### config.mk
export PLATFORM = sky130hd
export DESIGN_NAME = data_mem_block_mover
export DESIGN_NICKNAME = d
export VERILOG_FILES = /design/src/rtl/data_mem_block_mover_pkg.sv /design/src/rtl/data_mem_block_mover_wrap_ptr.sv /design/src/rtl/data_mem_block_mover.sv
export SDC_FILE = /design/constraint.sdc
export NUM_CORES = 1
export LEC_CHECK = 0
export ABC_AREA = 1
export ABC_CLOCK_PERIOD_IN_PS = 3500
export BUFFER_PORTS_ARGS = -buffer_cell sky130_fd_sc_hd__buf_2
export CORE_ASPECT_RATIO = 0.5
export CORE_MARGIN = 4
export CORE_UTILIZATION = 52
export CTS_BUF_LIST = sky130_fd_sc_hd__clkbuf_8
export CTS_CLUSTER_SIZE = 20
export DETAILED_ROUTE_END_ITERATION = 12
export PLACE_DENSITY = 0.76
export SLEW_MARGIN = 5
export SYNTH_ARGS = -nofsm -noshare
export SYNTH_HDL_FRONTEND = slang
export SYNTH_SLANG_ARGS = --single-unit
### constraint.sdc
create_clock -name clk -period 3.5 [get_ports clk]
set_input_delay 0.35 -clock clk [delete_from_list [all_inputs] [get_ports clk]]
set_output_delay 0.35 -clock clk [all_outputs]
set_load 0.02 [all_outputs]
### src/rtl/data_mem_block_mover_pkg.sv
// Shared definitions for the data memory block mover: FSM states and the
// memory depth that both the mover and the data memory are built with.
package data_mem_block_mover_pkg;

  localparam int unsigned DEPTH_DEFAULT = 100;

  typedef enum logic [1:0] {
    ST_IDLE,
    ST_READ,
    ST_WRITE,
    ST_DONE
  } state_e;

endpackage

### src/rtl/data_mem_block_mover_wrap_ptr.sv
// Loadable word pointer whose increment wraps from DEPTH-1 back to 0.
module wrap_ptr
  import data_mem_block_mover_pkg::*;
#(
  parameter int unsigned DEPTH = DEPTH_DEFAULT,
  parameter int unsigned AW    = 32
) (
  input  logic          clk,
  input  logic          rst,
  input  logic          load,
  input  logic [AW-1:0] load_val,
  input  logic          inc,
  output logic [AW-1:0] ptr
);

  logic [AW-1:0] ptr_d, ptr_q;

  // NOTE: every always_comb output gets a default first so no latch is inferred.
  always_comb begin
    ptr_d = ptr_q;
    if (load) begin
      ptr_d = load_val;
    end else if (inc) begin
      ptr_d = (ptr_q == AW'(DEPTH - 1)) ? '0 : ptr_q + AW'(1);
    end
  end

  // NOTE: sequential state uses non-blocking assignments only.
  always_ff @(posedge clk or negedge rst) begin
    if (!rst) ptr_q <= '0;
    else      ptr_q <= ptr_d;
  end

  assign ptr = ptr_q;

endmodule

### src/rtl/data_mem_block_mover.sv
// Copies len words from src to dst inside the single-port data memory, one
// read then one write per word, accumulating a 16-bit checksum of the data.
module data_mem_block_mover
  import data_mem_block_mover_pkg::*;
#(
  parameter int unsigned DEPTH = DEPTH_DEFAULT,
  parameter int unsigned AW    = 32,
  parameter int unsigned DW    = 32,
  parameter int unsigned LW    = 8
) (
  input  logic          clk,
  input  logic          rst,
  input  logic          start,
  input  logic [AW-1:0] src,
  input  logic [AW-1:0] dst,
  input  logic [LW-1:0] len,
  output logic [AW-1:0] mem_a,
  output logic [DW-1:0] mem_wd,
  output logic          mem_we,
  input  logic [DW-1:0] mem_rd,
  output logic          busy,
  output logic          done,
  output logic          err,
  output logic [15:0]   sum
);

  state_e        state_d, state_q;
  logic [DW-1:0] buf_d, buf_q;
  logic [LW-1:0] rem_d, rem_q;
  logic [15:0]   sum_d, sum_q;
  logic          err_d, err_q;
  logic          ptr_load, ptr_inc;
  logic          req_bad;
  logic [AW-1:0] src_ptr, dst_ptr;

  assign req_bad = (src >= AW'(DEPTH)) || (dst >= AW'(DEPTH)) ||
                   (32'(len) > 32'(DEPTH));

  always_comb begin
    state_d  = state_q;
    buf_d    = buf_q;
    rem_d    = rem_q;
    sum_d    = sum_q;
    err_d    = err_q;
    ptr_load = 1'b0;
    ptr_inc  = 1'b0;
    unique case (state_q)
      ST_IDLE: begin
        if (start) begin
          ptr_load = 1'b1;
          rem_d    = len;
          sum_d    = '0;
          err_d    = req_bad;
          if (req_bad || len == '0) state_d = ST_DONE;
          else                      state_d = ST_READ;
        end
      end
      ST_READ: begin
        buf_d   = mem_rd;
        sum_d   = sum_q + mem_rd[15:0];
        state_d = ST_WRITE;
      end
      ST_WRITE: begin
        ptr_inc = 1'b1;
        rem_d   = rem_q - LW'(1);
        state_d = (rem_q == LW'(1)) ? ST_DONE : ST_READ;
      end
      ST_DONE: state_d = ST_IDLE;
      default: state_d = ST_IDLE;
    endcase
  end

  always_ff @(posedge clk or negedge rst) begin
    if (!rst) begin
      state_q <= ST_IDLE;
      buf_q   <= '0;
      rem_q   <= '0;
      sum_q   <= '0;
      err_q   <= 1'b0;
    end else begin
      state_q <= state_d;
      buf_q   <= buf_d;
      rem_q   <= rem_d;
      sum_q   <= sum_d;
      err_q   <= err_d;
    end
  end

  wrap_ptr #(.DEPTH(DEPTH), .AW(AW)) u_src_ptr (
    .clk      (clk),
    .rst      (rst),
    .load     (ptr_load),
    .load_val (src),
    .inc      (ptr_inc),
    .ptr      (src_ptr)
  );

  wrap_ptr #(.DEPTH(DEPTH), .AW(AW)) u_dst_ptr (
    .clk      (clk),
    .rst      (rst),
    .load     (ptr_load),
    .load_val (dst),
    .inc      (ptr_inc),
    .ptr      (dst_ptr)
  );

  // Port outputs decode from state and pointer flops only, so an async
  // reset releases the memory port immediately.
  assign mem_a  = (state_q == ST_READ)  ? src_ptr :
                  (state_q == ST_WRITE) ? dst_ptr : '0;
  assign mem_wd = (state_q == ST_WRITE) ? buf_q : '0;
  assign mem_we = (state_q == ST_WRITE);
  assign busy   = (state_q == ST_READ) || (state_q == ST_WRITE);
  assign done   = (state_q == ST_DONE);
  assign err    = err_q;
  assign sum    = sum_q;

endmodule

==> impl_metrics.toml, run 1 <==
[run_status]
status = "completed"

[place]
port_buffers = 190
dp_hpwl_um = 24300
dp.cells = 1890
post-place-ws_ns = 0.490
place_congestion = 1.02

[cts]
cts_hold_buf = 0
cts_num_sinks = 123
cts_buffer_depth = 2
clk-insertion-delay-late_ns = 0.47
ctsResizeCount = 0
cts.clk_slew.worst_paths_ns = 0.09
cts_setup_buffers = 0
ctsHtreeMaxLevel = 4
cts-root-buf = "clkbuf_8"
cts_tree = "yes"
cts_buffers = 17

[timing]
period_minus_slack_ns = 3.15
setup-violations-final = 0
tightest_slew_ns = 1.14
fmaxAchievable_mhz = 318
slew_viol_final = 0
finalCritPeriodShare_pct = 89.9
rsz0062_at_grt = "false"
hold_viol = 0
slew_headroom_pct = 23.7
fin_setup_tns_ns = 0
skew_ns = 0.0173
timing.final.ws_setup_ns = 0.355

[synth]
synthXorXnorAreaFrac_pct = 1.20
synthSimpleGateAreaFrac_pct = 41.1
yosys.area.top_type_share_pct = 32.6
avgSynthCellArea_um2 = 6.26
synth_area_leader_cell = "dfrtp_1"
yosys-top-cells-area = "dfrtp_1 (33%), nand2_1 (21%), inv_1 (8.5%)"
synth_top_family_by_area = "simple AND/OR/NAND/NOR gates"
ys_warn_count = 0
synth_seq_area_share_pct = 32.6
synth_area_mm2 = 0.00946
ys_ff_latch = 123
synth_mux_area_share_pct = 0
synth_nets = 1642
synth.most_common_cell = "nand2_1"
ys_top_cells_by_count = "nand2_1 (535), inv_1 (214), nand3_1 (140)"
ys_types = 39
synth_compound_area_share_pct = 10.4
ys.flop_type = "dfrtp_1"
netlist_instances = 1511
synth-adder-area-share_pct = 3.26
async_reset_ff_share_pct = 100
synth-edff-count = 0

[global_routing]
grt_usage_pct = 31.7
grt_pass1_vias = 9625
grt_max_degree = 105
antenna_found_initial = 0
grt_pass1_wl_um = 51300
overflow = 0

[setup_path]
path_delay_family = "buffers and inverters"
crit_required_ns = 3.86
cp_max_fo = 49
crit_buf_inv = 4
critPathCaptureType = "flop"
crit_path_top_delay_cell = "nor2_4"
max_stage_delay_ns = 0.82
start_kind = "flop"
arrival_ns = 3.51
timing.critical_path.mode_cell = "inv_2"
crit_chain = "inv_1 -> ha_1 -> nand2_4 -> inv_2 -> nor2_4 -> inv_2 -> buf_4 -> o221ai_1"
worstSetupPathType = "flop to flop"

[power]
ir_drop_uv = 576
power_leakage_nw = 5.91
p_per_area_mw_per_mm2 = 884
p_total_mw = 9.69

[floorplan]
core_area_mm2 = 0.0176
die_area_mm2 = 0.0205
die_y_um = 103
pin_count = 191
num_rows = 34
start_util_pct = 53.7
dieWidth_um = 199

[drt]
vias = 10700
wl_per_cell_um = 17.0
viasPerCell = 5.55
firstDrtPassIters = 6
route.detailed.drc = 0
ant_nets = 0
drt_iter0_markers = 1093
routed_wl_um = 32700

[cells_and_area]
fin_cells = 1922
antenna_cells = 0
nFillCells = 1776
area_growth_pct = 15.9
multi_input_area_mm2 = 0.00531
nNetsFinal = 1806
seq_area_mm2 = 0.00308
final_layout_size_suffix_gt1_share_pct = 16.1

[min_path]
min_path_type = "input port to asynchronous set/reset pin"

[run]
maxCapViolations = 0
sequential cells by signal (all words and copies together) (netlist names):
signal and cells:
u_src_ptr.ptr 32, u_dst_ptr.ptr 32, sum 16, state_q 2
err 1, rem_q 8, buf_q 32
metrics by stage:
step | hold slack (ns) | instance area (um2) | util (%)
after floorplan | 0.0544 | 9460 | -
after global placement | 0.453 | 10500 | 59.9
after detailed placement | 0.459 | 10500 | 59.9
after CTS | 0.0723 | 11000 | 62.2
after global routing | 0.0797 | 11000 | 62.2
final | 0.0414 | 11000 | 62.2
path summary, 6_finish.rpt:
path	startpoint	endpoint	slack, ns	cells after the start
setup / recovery	state_q[0]	u_dst_ptr.ptr[7]	0.35	8
hold / removal	rst	sum[2]	0.04	1
setup reg to reg	state_q[0]	u_dst_ptr.ptr[7]	0.35	8
hold reg to reg	buf_q[6]	buf_q[6]	0.48	2
max in group asynchronous	rst	u_src_ptr.ptr[30]	2.60	2
min in group clk	mem_rd[26]	buf_q[26]	0.09	3
cells in the final DEF (no fill, tap or decap), drive strengths merged, types with 3 or more instances in the layout:
cell	n
nand2	540
inv	228
buf	199
nor2	154
nand3	142
dfrtp	123
o21ai	70
nand4	44
o22ai	29
ha	23
nor3	22
o21bai	22
a21oi	19
clkbuf	17
xor2	12
o211ai	8
o221ai	7
or2	5
a22o	4
clkinvlp	4
nand3b	3
bufinv	3
metal layers:
layer  share of wire [%]  up-vias  track usage [%]
li1                    -     5151                -
met2                  43      530             48.4
met5                   0        -                0
met4                 1.6        0             7.98
met3                 9.9       43             5.24
met1                  45     4941             47.2
report_power, final:
group          internal (mW)  total (mW)  switching [mW]
Combinational           1.70        5.32            3.62
Sequential              2.12        2.95           0.830
Clock                  0.719        1.42           0.702
Total                   4.54        9.69            5.15
area by class of cell:
class                      count  share of cell area [%]
clock inverter                15                    1.71
inverter                     220                    7.53
tap                          234                    2.67
sequential                   123                    28.1
multi-input combinational   1114                    48.4
clock buffer                  17                    2.13
timing repair buffer         199                    9.43
worst register-to-register path, stage by stage (launching register included):
cell and delay (ns):
dfrtp_1 0.42, inv_1 0.11, ha_1 0.28, nand2_4 0.09, inv_2 0.04, nor2_4 0.82, inv_2 0.75, buf_4 0.37
o221ai_1 0.18
cells by family (layout without fill, tap and decap cells):
group / Yosys count / count (layout)
flip-flops: 123 / 123
adder cells (fa/ha/maj): 24 / 24
AND/OR/NAND/NOR: 913 / 913
AO/OA/AOI/OAI: 164 / 164
XOR/XNOR: 13 / 13
buffers and inverters: 274 / 451
Note: power is estimated with default switching activity, not from simulation.
==> run 2: changes to the inputs <==
--- a/config.mk
+++ b/config.mk
@@ -10,11 +10,11 @@
 export BUFFER_PORTS_ARGS = -buffer_cell sky130_fd_sc_hd__buf_2
 export CORE_ASPECT_RATIO = 0.5
 export CORE_MARGIN = 4
-export CORE_UTILIZATION = 52
+export CORE_UTILIZATION = 60
 export CTS_BUF_LIST = sky130_fd_sc_hd__clkbuf_8
 export CTS_CLUSTER_SIZE = 20
 export DETAILED_ROUTE_END_ITERATION = 12
-export PLACE_DENSITY = 0.76
+export PLACE_DENSITY = 0.86
 export SLEW_MARGIN = 5
 export SYNTH_ARGS = -nofsm -noshare
 export SYNTH_HDL_FRONTEND = slang
==> impl_metrics.toml, run 2 (synthesized netlist as in run 1, its figures left out) <==
[drt]
routed_wl_um = 31100
firstDrtPassIters = 7
ant_nets = 0
viasPerCell = 5.65
wl_per_cell_um = 16.4
drt_iter0_markers = 1076
vias = 10700
route.detailed.drc = 0

[floorplan]
die_y_um = 96.8
die_area_mm2 = 0.0180
dieWidth_um = 186
start_util_pct = 61.3
pin_count = 191
num_rows = 32
core_area_mm2 = 0.0154

[power]
power_leakage_nw = 5.91
ir_drop_uv = 604
p_per_area_mw_per_mm2 = 879

[cts]
cts_hold_buf = 0
cts_buffer_depth = 2
cts.clk_slew.worst_paths_ns = 0.09
cts_setup_buffers = 0
cts_buffers = 17
ctsResizeCount = 0
ctsHtreeMaxLevel = 4
cts-root-buf = "clkbuf_8"
clk-insertion-delay-late_ns = 0.47
cts_num_sinks = 123
cts_tree = "yes"

[global_routing]
overflow = 0
grt_max_degree = 102
grt_pass1_vias = 10400
antenna_found_initial = 0
grt_pass1_wl_um = 50200
grt_usage_pct = 34.5

[min_path]
min_path_type = "input port to asynchronous set/reset pin"

[setup_path]
r2r_start = "state_q[0]"
worstSetupPathType = "flop to output pin"
cp-endpoint = "mem_a[19]"
crit_start = "state_q[1]"
timing.rr.end = "sum[6]"
start_kind = "flop"
critPathCaptureType = "output pin"
ff2ff_path_depth = 9
crit_required_ns = 3.15
r2r_slack_ns = 1.00
cp_max_fo = 78
arrival_ns = 2.63

[timing]
timing.final.ws_setup_ns = 0.516
period_minus_slack_ns = 2.98
hold_viol = 0
fmaxAchievable_mhz = 335
slew_viol_final = 0
finalCritPeriodShare_pct = 85.3
rsz0062_at_grt = "false"
setup-violations-final = 0
slew_headroom_pct = 27.9
fin_setup_tns_ns = 0
tightest_slew_ns = 1.08
hold_ws_ns = 0.00404
skew_ns = 0.0187

[cells_and_area]
nNetsFinal = 1809
final_layout_size_suffix_gt1_share_pct = 16.3
layout_common_cells = "nand2_1 (534), inv_1 (213), buf_2 (189), nand3_1 (140), nor2_1 (134)"
antenna_cells = 0
area_growth_pct = 15.3
final_common_cell = "nand2_1"

[run_status]
status = "completed"

[place]
dp_hpwl_um = 23000
port_buffers = 190
place_congestion = 1.01
post-place-ws_ns = 1.06

[run]
maxCapViolations = 0
run 2: changes by cell type in the layout (fill, tap and decap cells not counted):
cell / before / now
inv_6: 6 / 7
buf_4: 9 / 13
bufinv_16: 3 / 1
inv_1: 214 / 213
buf_12: 1 / 0
inv_8: 1 / 2
clkinv_4: 0 / 2
clkinvlp_4: 4 / 2
clkinv_2: 0 / 1
run 2: layer usage:
layer	track usage, %	vias up	wire length [um]
met4	11.4	0	821
met5	0	-	0
met2	56.3	529	14300
met1	46.2	4952	12900
met3	6.95	70	3040
li1	-	5163	-
run 2: final cells by class:
| type | count | area, um2 |
|---|---|---|
| multi-input cells | 1114 | 5310 |
| fillers | 1393 | 4520 |
| flip-flops and latches | 123 | 3080 |
| repair buffers | 202 | 1040 |
| inverters | 220 | 826 |
| well taps | 204 | 255 |
| clock buffers | 17 | 234 |
| clock inverters | 15 | 151 |
run 2: report_power, final:
group          internal, mW  leakage [nW]  total, mW  switching [mW]
combinational          1.71          4.20       5.28            3.57
sequential             2.12          1.52       3.01           0.891
clock                 0.586         0.193       1.29           0.705
total                  4.41          5.91       9.58            5.16
run 2: how the worst min path moves through the flow:
| stage | slack, ns | from | cells after the start | to |
|---|---|---|---|---|
| finish | 0.004 | rst | 1 | u_src_ptr.ptr[28] |
| global placement | 0.45 | buf_q[25] | 2 | buf_q[25] |
| CTS | 0.06 | rst | 1 | u_src_ptr.ptr[4] |
| detailed placement | 0.46 | buf_q[7] | 2 | buf_q[7] |
| floorplan | 0.05 | rst | 0 | buf_q[0] |
| global route | 0.06 | mem_rd[26] | 3 | buf_q[26] |
run 2: through the flow:
step	cells	power [mW]	utilization [%]	area [um2]
global route	1895	10.3	70.7	10900
finish	1895	9.58	70.7	10900
detailed placement	1863	8.16	68.2	10500
floorplan	1511	6.57	-	9460
CTS	1895	9.48	70.7	10900
global placement	1863	8.01	68.2	10500
run 2: worst max-delay path: stages (launching register included):
cell     delay (ns)
dfrtp_1        0.44
inv_1          0.09
ha_1           0.21
inv_2          0.25
buf_4          0.63
nand3_1        0.17
o21ai_0        0.13
buf_2          0.20
==> run 3: changes to the inputs <==
--- a/config.mk
+++ b/config.mk
@@ -18,4 +18,5 @@
 export SLEW_MARGIN = 5
 export SYNTH_ARGS = -nofsm -noshare
 export SYNTH_HDL_FRONTEND = slang
+export SYNTH_HIERARCHICAL = 1
 export SYNTH_SLANG_ARGS = --single-unit
==> impl_metrics.toml, run 3 <==
[run_status]
status = "completed"

[synth]
ys_warn_count = 6
ys_top_cells_by_count = "nand2_1 (541), nor2_1 (187), dfrtp_1 (123)"
avgSynthCellArea_um2 = 6.45
async_reset_ff_share_pct = 100
synth-edff-count = 0
synth_area_mm2 = 0.00924
ys_types = 42
synth.most_common_cell = "nand2_1"
synth_area_leader_cell = "dfrtp_1"
yosys-top-cells-area = "dfrtp_1 (33%), nand2_1 (22%), nor2_1 (7.6%)"
ys_ff_latch = 123
synth_seq_area_share_pct = 33.3
netlist_instances = 1433
ys.flop_type = "dfrtp_1"
synth_nets = 1564
yosys.area.top_type_share_pct = 33.3

[timing]
period_minus_slack_ns = 2.67
fmaxAchievable_mhz = 375
hold_viol = 0
setup-violations-final = 0
skew_ns = 0.0147
slew_viol_final = 0
slew_headroom_pct = 25.1
rsz0062_at_grt = "false"
fin_setup_tns_ns = 0
finalCritPeriodShare_pct = 76.2
tightest_slew_ns = 1.12

[cells_and_area]
seq_area_mm2 = 0.00308
nFillCells = 1280
area_growth_pct = 16.1
multi_input_area_mm2 = 0.00548
layout_common_cells = "nand2_1 (541), buf_2 (189), nor2_1 (187), dfrtp_1 (123), inv_1 (117)"
final_layout_size_suffix_gt1_share_pct = 17.9
final_common_cell = "nand2_1"
antenna_cells = 0
nNetsFinal = 1733

[setup_path]
crit_path_top_delay_cell = "buf_4"
timing.critical_path.mode_cell = "nand2_1"
max_stage_delay_ns = 0.54
critPathCaptureType = "output pin"
cp_max_fo = 64
timing.rr.end = "u_dst_ptr/ptr[4]"
worstSetupPathType = "flop to output pin"
crit_required_ns = 3.15
ff2ff_path_depth = 7
crit_chain = "inv_1 -> ha_2 -> buf_4 -> nand2_1 -> nand2_1 -> buf_2"
start_kind = "flop"
r2r_slack_ns = 0.91
arrival_ns = 2.32
r2r_start = "state_q[0]"

[global_routing]
antenna_found_initial = 0
grt_max_degree = 65
grt_pass1_vias = 10100
overflow = 0
grt_pass1_wl_um = 49500
grt_usage_pct = 35.2

[cts]
cts_buffer_depth = 2
clk-insertion-delay-late_ns = 0.44
cts.clk_slew.worst_paths_ns = 0.08
cts_tree = "yes"
ctsResizeCount = 0
cts_num_sinks = 123
cts-root-buf = "clkbuf_8"
ctsHtreeMaxLevel = 4
cts_setup_buffers = 0
cts_hold_buf = 0
cts_buffers = 17

[power]
p_total_mw = 9.50
p_per_area_mw_per_mm2 = 886
ir_drop_uv = 540
power_leakage_nw = 5.70

[run]
maxCapViolations = 0

[floorplan]
die_y_um = 95.7
dieWidth_um = 183
num_rows = 31
die_area_mm2 = 0.0176
core_area_mm2 = 0.0148
pin_count = 191
start_util_pct = 62.5

[drt]
viasPerCell = 5.86
ant_nets = 0
firstDrtPassIters = 6
drt_iter0_markers = 1125
wl_per_cell_um = 17.1
routed_wl_um = 31000
route.detailed.drc = 0
vias = 10600

[place]
dp_hpwl_um = 22900
place_congestion = 1.00
port_buffers = 190

[min_path]
min_path_type = "input port to asynchronous set/reset pin"
## run 3: changes by cell type after synthesis, moves of 9 or more
cell	previous run	this run
o21ai_0	66	19
a22oi_1	0	58
nor3_1	22	3
inv_1	214	117
o21bai_1	22	6
nand3_1	140	106
o22ai_1	29	3
nor2_1	134	187
nand2_2	5	14
o21ai_1	4	15
nand4_1	44	56
## run 3: worst max-delay path by stage
stage / start / to / slack, ns
floorplan: state_q[0] / mem_a[10] / 1.57
global placement: state_q[0] / u_dst_ptr/ptr[4] / 1.13
detailed placement: state_q[0] / u_dst_ptr/ptr[4] / 0.99
CTS: state_q[0] / mem_wd[12] / 0.86
global route: state_q[1] / mem_a[25] / 0.70
finish: state_q[1] / mem_a[29] / 0.83
## run 3: power by group
part	internal [mW]	total [mW]	switching (mW)
Clock	0.677	1.32	0.639
Combinational	1.69	5.16	3.47
Sequential	2.09	3.02	0.935
Total	4.46	9.50	5.04
## run 3: worst max-delay path, delay by kind of cell, from the launching register on
kind	cells	cell delay (ns)
flops	1	0.44
simple gates	2	0.38
buf+inv	3	0.82
fa+ha+maj	1	0.19
## run 3: metrics by stage
stage               setup WS [ns]  cells  utilization, %  instance area (um2)  hold WS [ns]
floorplan                    1.57   1433               -                 9240        0.0544
CTS                         0.859   1813            72.6                10700        0.0322
detailed placement          0.993   1781            69.8                10300         0.459
global route                0.698   1813            72.6                10700        0.0586
finish                      0.834   1813            72.6                10700        0.0177
global placement             1.13   1781            69.8                10300         0.453
## run 3: final cells by class
class	instances	area share, %
inverters	123	4.31
repair buffers	201	9.78
clock inverters	13	1.33
multi-input cells	1136	51.1
clock buffers	19	2.44
well taps	198	2.31
flip-flops and latches	123	28.7
## run 3: logic make-up (layout without fill, tap and decap cells)
kind of cell	after synthesis	in the layout	synth area share [%]
fa+ha+maj	24	24	3.33
simple gates	956	956	44.5
compound gates	138	138	9.66
buf+inv	174	356	7.49
xor+xnor	18	18	1.71
flops	123	123	33.3
## run 3: per-layer routing
metal / wire [um] / track usage (%)
met2: 13900 / 57.6
met1: 12600 / 45.8
met5: 0 / 0
met4: 939 / 12.6
met3: 3540 / 8.95
